[src/rtl/seq_pkg.sv]
// =============================================================================
//  Module   : seq_pkg
//  Purpose  : Shared types and RV32I opcode constants for the instruction sequencer
//  Revision : 1.0  initial release
// =============================================================================
`default_nettype none

package seq_pkg;

    typedef enum logic [2:0] {
        ST_IDLE      = 3'd0,
        ST_FETCH     = 3'd1,
        ST_DECODE    = 3'd2,
        ST_EXECUTE   = 3'd3,
        ST_MEMORY    = 3'd4,
        ST_WRITEBACK = 3'd5,
        ST_FAULT     = 3'd6
    } state_t;

    // Selects which target formula produces the next PC
    typedef enum logic [1:0] {
        PC_SEQ    = 2'd0,
        PC_BRANCH = 2'd1,
        PC_JAL    = 2'd2,
        PC_JALR   = 2'd3
    } pc_sel_t;

    localparam logic [6:0] OP_R      = 7'b0110011;
    localparam logic [6:0] OP_I      = 7'b0010011;
    localparam logic [6:0] OP_LOAD   = 7'b0000011;
    localparam logic [6:0] OP_STORE  = 7'b0100011;
    localparam logic [6:0] OP_BRANCH = 7'b1100011;
    localparam logic [6:0] OP_JAL    = 7'b1101111;
    localparam logic [6:0] OP_JALR   = 7'b1100111;
    localparam logic [6:0] OP_LUI    = 7'b0110111;
    localparam logic [6:0] OP_AUIPC  = 7'b0010111;

    function automatic logic is_legal_op(input logic [6:0] op);
        logic legal;
        case (op)
            OP_R, OP_I, OP_LOAD, OP_STORE, OP_BRANCH,
            OP_JAL, OP_JALR, OP_LUI, OP_AUIPC: legal = 1'b1;
            default:                           legal = 1'b0;
        endcase
        return legal;
    endfunction

    function automatic pc_sel_t pc_sel_of(input logic [6:0] op);
        pc_sel_t sel;
        case (op)
            OP_BRANCH: sel = PC_BRANCH;
            OP_JAL:    sel = PC_JAL;
            OP_JALR:   sel = PC_JALR;
            default:   sel = PC_SEQ;
        endcase
        return sel;
    endfunction

endpackage

`default_nettype wire

[src/rtl/pc_next_unit.sv]
// =============================================================================
//  Module   : pc_next_unit
//  Purpose  : Combinational next-PC selection and target alignment check
//  Revision : 1.0  initial release
// =============================================================================
`default_nettype none

module pc_next_unit
    import seq_pkg::*;
(
    input  logic [31:0] i_pc,
    input  logic [31:0] i_imm_32,
    input  logic [31:0] i_rs1_data,
    input  logic        i_branch_taken,
    input  pc_sel_t     i_pc_sel,
    output logic [31:0] o_next_pc,
    output logic        o_misaligned
);

    logic [31:0] w_seq_pc;
    logic [31:0] w_rel_pc;
    logic [31:0] w_jalr_pc;

    assign w_seq_pc  = i_pc + 32'd4;
    assign w_rel_pc  = i_pc + i_imm_32;
    assign w_jalr_pc = (i_rs1_data + i_imm_32) & ~32'd1;

    always_comb begin
        o_next_pc = w_seq_pc;
        case (i_pc_sel)
            PC_BRANCH: o_next_pc = i_branch_taken ? w_rel_pc : w_seq_pc;
            PC_JAL:    o_next_pc = w_rel_pc;
            PC_JALR:   o_next_pc = w_jalr_pc;
            default:   o_next_pc = w_seq_pc;
        endcase
    end

    assign o_misaligned = |o_next_pc[1:0];

endmodule

`default_nettype wire

[src/rtl/instr_sequencer.sv]
// =============================================================================
//  Module   : instr_sequencer
//  Purpose  : Multi-cycle RV32I fetch/decode/execute/memory/writeback sequencer
//  Revision : 1.0  initial release
// =============================================================================
`default_nettype none

module instr_sequencer
    import seq_pkg::*;
#(
    parameter logic [31:0] RESET_PC   = 32'h0000_0000,
    parameter int          WAIT_LIMIT = 16
) (
    input  logic        clk,
    input  logic        nRst,
    input  logic        en,
    input  logic [31:0] instr_in,
    input  logic        mem_ack,
    input  logic [6:0]  opcode,
    input  logic [31:0] imm_32,
    input  logic [31:0] rs1_data,
    input  logic        branch_taken,
    output logic [31:0] pc,
    output logic [31:0] instruction,
    output logic        fetch_req,
    output logic        dmem_read,
    output logic        dmem_write,
    output logic        reg_write_en,
    output logic [2:0]  state,
    output logic        fault
);

    localparam int                  c_cnt_w    = $clog2(WAIT_LIMIT);
    localparam logic [c_cnt_w-1:0]  c_wait_max = c_cnt_w'(WAIT_LIMIT - 1);

    state_t              r_state;
    state_t              w_state_next;
    logic [31:0]         r_pc;
    logic [31:0]         w_pc_next;
    logic [31:0]         r_instr;
    logic [31:0]         w_instr_next;
    logic [c_cnt_w-1:0]  r_wait_cnt;
    logic [c_cnt_w-1:0]  w_wait_next;
    logic                r_is_store;
    logic                w_is_store_next;
    logic                w_end_of_instr;
    logic [31:0]         w_target;
    logic                w_misaligned;

    pc_next_unit u_pc_next (
        .i_pc           (r_pc),
        .i_imm_32       (imm_32),
        .i_rs1_data     (rs1_data),
        .i_branch_taken (branch_taken),
        .i_pc_sel       (pc_sel_of(opcode)),
        .o_next_pc      (w_target),
        .o_misaligned   (w_misaligned)
    );

    always_ff @(posedge clk) begin
        if (!nRst) begin
            r_state    <= ST_IDLE;
            r_pc       <= RESET_PC;
            r_instr    <= 32'd0;
            r_wait_cnt <= '0;
            r_is_store <= 1'b0;
        end else begin
            r_state    <= w_state_next;
            r_pc       <= w_pc_next;
            r_instr    <= w_instr_next;
            r_wait_cnt <= w_wait_next;
            r_is_store <= w_is_store_next;
        end
    end

    always_comb begin
        w_state_next    = r_state;
        w_pc_next       = r_pc;
        w_instr_next    = r_instr;
        w_wait_next     = r_wait_cnt;
        w_is_store_next = r_is_store;
        w_end_of_instr  = 1'b0;

        case (r_state)
            ST_IDLE: begin
                if (en) begin
                    w_state_next = ST_FETCH;
                    w_wait_next  = '0;
                end
            end
            ST_FETCH: begin
                if (mem_ack) begin
                    w_instr_next = instr_in;
                    w_state_next = ST_DECODE;
                end else if (r_wait_cnt == c_wait_max) begin
                    w_state_next = ST_FAULT;
                end else begin
                    w_wait_next = r_wait_cnt + 1'b1;
                end
            end
            ST_DECODE: begin
                w_state_next = is_legal_op(opcode) ? ST_EXECUTE : ST_FAULT;
            end
            ST_EXECUTE: begin
                if (opcode == OP_LOAD || opcode == OP_STORE) begin
                    w_state_next    = ST_MEMORY;
                    w_wait_next     = '0;
                    w_is_store_next = (opcode == OP_STORE);
                end else if (opcode == OP_BRANCH) begin
                    w_end_of_instr = 1'b1;
                end else begin
                    w_state_next = ST_WRITEBACK;
                end
            end
            ST_MEMORY: begin
                if (mem_ack) begin
                    if (r_is_store) begin
                        w_end_of_instr = 1'b1;
                    end else begin
                        w_state_next = ST_WRITEBACK;
                    end
                end else if (r_wait_cnt == c_wait_max) begin
                    w_state_next = ST_FAULT;
                end else begin
                    w_wait_next = r_wait_cnt + 1'b1;
                end
            end
            ST_WRITEBACK: begin
                w_end_of_instr = 1'b1;
            end
            ST_FAULT: begin
                w_state_next = ST_FAULT;
            end
            default: begin
                w_state_next = ST_FAULT;
            end
        endcase

        // A misaligned target faults without committing the PC
        if (w_end_of_instr) begin
            if (w_misaligned) begin
                w_state_next = ST_FAULT;
            end else begin
                w_pc_next    = w_target;
                w_state_next = en ? ST_FETCH : ST_IDLE;
                w_wait_next  = '0;
            end
        end
    end

    assign fetch_req    = (r_state == ST_FETCH);
    assign dmem_read    = (r_state == ST_MEMORY) && !r_is_store;
    assign dmem_write   = (r_state == ST_MEMORY) &&  r_is_store;
    assign reg_write_en = (r_state == ST_WRITEBACK);
    assign fault        = (r_state == ST_FAULT);
    assign state        = r_state;
    assign pc           = r_pc;
    assign instruction  = r_instr;

endmodule

`default_nettype wire

[config.mk]
export PLATFORM = sky130hd
export DESIGN_NAME = instr_sequencer
export DESIGN_NICKNAME = d
export VERILOG_FILES = /design/src/rtl/seq_pkg.sv /design/src/rtl/pc_next_unit.sv /design/src/rtl/instr_sequencer.sv
export SDC_FILE = /design/constraint.sdc
export NUM_CORES = 1
export LEC_CHECK = 0
export CORE_ASPECT_RATIO = 0.6
export CORE_MARGIN = 2
export CORE_UTILIZATION = 50
export DETAILED_ROUTE_END_ITERATION = 8
export GPL_ROUTABILITY_DRIVEN = 0
export MAX_ROUTING_LAYER = met4
export PLACE_DENSITY = 0.81
export SETUP_SLACK_MARGIN = 0.5
export SYNTH_ARGS = -nofsm -noshare
export SYNTH_HDL_FRONTEND = slang
export SYNTH_SLANG_ARGS = --single-unit
[constraint.sdc]
create_clock -name clk -period 4.2 [get_ports clk]
set_clock_uncertainty 0.2 [all_clocks]
set_input_delay 0.84 -clock clk [delete_from_list [all_inputs] [get_ports clk]]
set_output_delay 0.84 -clock clk [all_outputs]
set_load 0.01 [all_outputs]
==> flow_summary.toml <==
[clock_network]
clock_latency_ns = 0.34
clk_path_buf_depth = 2
h-tree-depth = 3
cts.hold.buffers_added = 0
cts_tree = "built"
clock_sinks = 72
path_clk_slew_ns = 0.06
cts_made_buffers = 9
cts-root-buf = "clkbuf_16"

[sta]
final-setup-viol-count = 0
hold_viol = 0
rsz0062_at_grt = "true"
min_period_ns = 3.68
setup-tns-final_ns = 0
max_freq_ghz = 0.272
maxSlewHeadroom_pct = 27.9
drv_slew = 0
finalCritPeriodShare_pct = 87.7
worstMarginPinSlew_ns = 1.08

[global_route]
antenna_found_initial = 0
grt-busiest-layer = "met1"
grtUsageTotal_pct = 33.0
met2_usage_pct = 44.4
grt_pass1_wl_mm = 41.0
grt_use_met1_pct = 47.7
grt_use_met3_pct = 10.0
grt_pass1_vias = 7764
grt_overflow = 0
grt_start_max_net_pins = 45

[final_layout]
antenna_cells = 0
syn_to_final_growth_pct = 34.8
layout-drive-gt1-share_pct = 7.92
final_area_um2 = 9910
nFillCells = 1200
nNetsFinal = 1355

[critical_path]
crit_top_cell = "o211ai_1"
slowest_delay_ns = 0.47
crit_path_end_kind = "register"
required_ns = 4.26
critPathMaxFanout = 7
arrival_ns = 3.75
crit_type = "in -> reg"
path_cells = "clkdlybuf4s50_1, ha_1, o21ai_0, nor2_1, o41ai_2, o211ai_1, a21oi_2, o31ai_1, buf_4, and4_1, nor3_1, o211ai_1"
cp_slowest_cell = "clkdlybuf4s50_1"
critPathLaunchType = "input port"

[logic_synthesis]
synth.distinct_cells = 79
synth-edff-count = 0
synthTopCellsByArea = "dfxtp_1, ha_1, nand2_1"
yosysWarnings = 0
synthCells = 1017
synth_top_area_share_pct = 19.6
ys_dominant_reg_cell = "dfxtp_1"
async_flop_share_pct = 0
yosysSeqAreaShare_pct = 19.6
syn_area_per_cell_um2 = 7.23
syn_area_um2 = 7350
synthesis.nets = 1190
yosys.area.top_type = "dfxtp_1"
synth_seq_cells = 72

[routing]
via_count = 8682
drcViolationCount = 0
dr.pass1.iters = 9
post_drt_wl_per_cell_um = 18.7
final_antenna_net_count = 0
vias_per_cell = 6.27
totalWireLength_mm = 26.0
drt_iter0_markers = 1068

[placement]
dp_hpwl_mm = 19.7
post_dp_cell_area_um2 = 9380
io_buffers = 179

[floorplan]
initial_utilization_pct = 51.0
ios = 180
chipHeight_um = 97.9
die_w_um = 161
coreArea_um2 = 14400
die-area_um2 = 15700
row_count = 34

[power_and_ir_drop]
p_total_mw = 2.34
power_density_nw_per_um2 = 236
ir_drop_v = 0.000197
leakage_nw = 3.89

[run_status]
status = "completed"

[run]
cap_violations = 0

[worst_hold_path]
min_path_type = "reg -> reg"
state kept, by name (all words and copies together) (netlist names):
signal,flops
r_wait_cnt,4
instruction,32
state,3
r_is_store,1
pc,32
cells in the final DEF, fill, tap and decap left out, drive strengths merged, types with 7 or more instances in the layout:
master,Yosys,layout
nor2,60,60
clkbuf,44,10
dfxtp,72,72
o22ai,14,14
o21a,10,10
a21o,32,32
a21oi,106,106
and3,11,11
inv,19,20
nand4,22,22
nor4,9,9
xor2,25,25
a21boi,38,38
a31oi,14,14
nor2b,12,12
nand2,149,149
a211oi,10,10
nand2b,12,12
o21ai,74,74
o211ai,10,10
nand3,36,36
and2,9,9
nor3,23,23
clkdlybuf4s50,0,175
ha,63,63
o31ai,7,7
buf,10,30
xnor2,32,32
repair_timing:
| action | 4_1_cts | 5_1_grt |
|---|---|---|
| pin swaps | 8 | 8 |
| gates resized for setup | 13 | 27 |
| endpoints found under the setup margin | 12 | 18 |
| endpoints found under the hold margin | 0 | 0 |
| buffers inserted | 2 | 4 |
area by class of cell:
type / instances / area, um^2 / area share [%]
Multi-Input combinational cell: 872 / 5780 / 58.4
Sequential cell: 72 / 1440 / 14.5
Timing Repair Buffer: 208 / 2040 / 20.6
Clock buffer: 10 / 239 / 2.41
Tap cell: 198 / 248 / 2.50
Clock inverter: 6 / 91.3 / 0.922
Inverter: 19 / 71.3 / 0.720
per-stage QoR:
| stage | cells | setup WS, ns | utilization (%) | hold slack, ns |
|---|---|---|---|---|
| 2_1_floorplan | 1017 | 0.907 | - | 0.272 |
| 3_3_place_gp | 1363 | 0.123 | 65.0 | 0.249 |
| 3_5_place_dp | 1363 | 0.0560 | 65.0 | 0.257 |
| 4_1_cts | 1381 | 0.512 | 67.7 | 0.265 |
| 5_1_grt | 1385 | 0.458 | 68.7 | 0.282 |
| 6_report | 1385 | 0.517 | 68.7 | 0.263 |
worst paths after layout:
check                              startpoint                          end  slack [ns]  cells past startpoint
setup reg to reg           pc[2]$_SDFFE_PN0P_          pc[24]$_SDFFE_PN0P_        1.00                     10
setup / recovery                    imm_32[8]          pc[31]$_SDFFE_PN0P_        0.52                     12
hold / removal    instruction[5]$_SDFFE_PN0P_  instruction[5]$_SDFFE_PN0P_        0.26                      2
hold reg to reg   instruction[5]$_SDFFE_PN0P_  instruction[5]$_SDFFE_PN0P_        0.26                      2
routing by layer:
metal,part of all wire (%),vias to the layer above
met5,0,-
li1,-,4127
met4,1.7,0
met2,39,542
met1,46,3954
met3,13,59
power by group:
group | switching, mW | total (mW) | internal, mW
Clock | 0.334 | 0.873 | 0.539
Combinational | 0.386 | 0.728 | 0.342
Sequential | 0.0272 | 0.735 | 0.708
Total | 0.747 | 2.34 | 1.59
cell families after synthesis:
logic type	Yosys count	synth area share, %
adders and majority gates	65	11.3
muxes	4	0.545
xor gates and xnor gates	57	6.79
buffers and inverters	73	3.88
and+or+nand+nor	374	24.7
DFF	72	19.6
AOI/OAI and AO/OA	372	33.2
critical path, delay by kind of cell:
| kind | cells | cell delay (ns) |
|---|---|---|
| buffers and inverters | 2 | 0.67 |
| and+or+nand+nor | 3 | 0.51 |
| adders and majority gates | 1 | 0.42 |
| AOI/OAI and AO/OA | 6 | 1.30 |
Yosys cell counts, types with 5 or more instances:
cell type  number
o21bai_1        5
a21boi_0       36
nand2_1       149
nand2b_1       12
a21oi_1       104
a211oi_1        9
a31oi_1        14
and3_1         11
or3_1           5
buf_2           9
xor2_1         25
inv_1          19
nor3_1         21
nand3_1        36
o21ai_0        64
nor2b_1        12
xnor2_1        32
o211ai_1       10
o21a_1         10
ha_1           63
clkbuf_1       44
nand4_1        22
and2_1          9
o2111ai_1       6
a21o_1         32
o21ai_1         8
o22ai_1        14
dfxtp_1        72
nor4_1          8
o31ai_1         7
nor2_1         60
and4_1          5
Note: power is estimated with default switching activity, not from simulation.
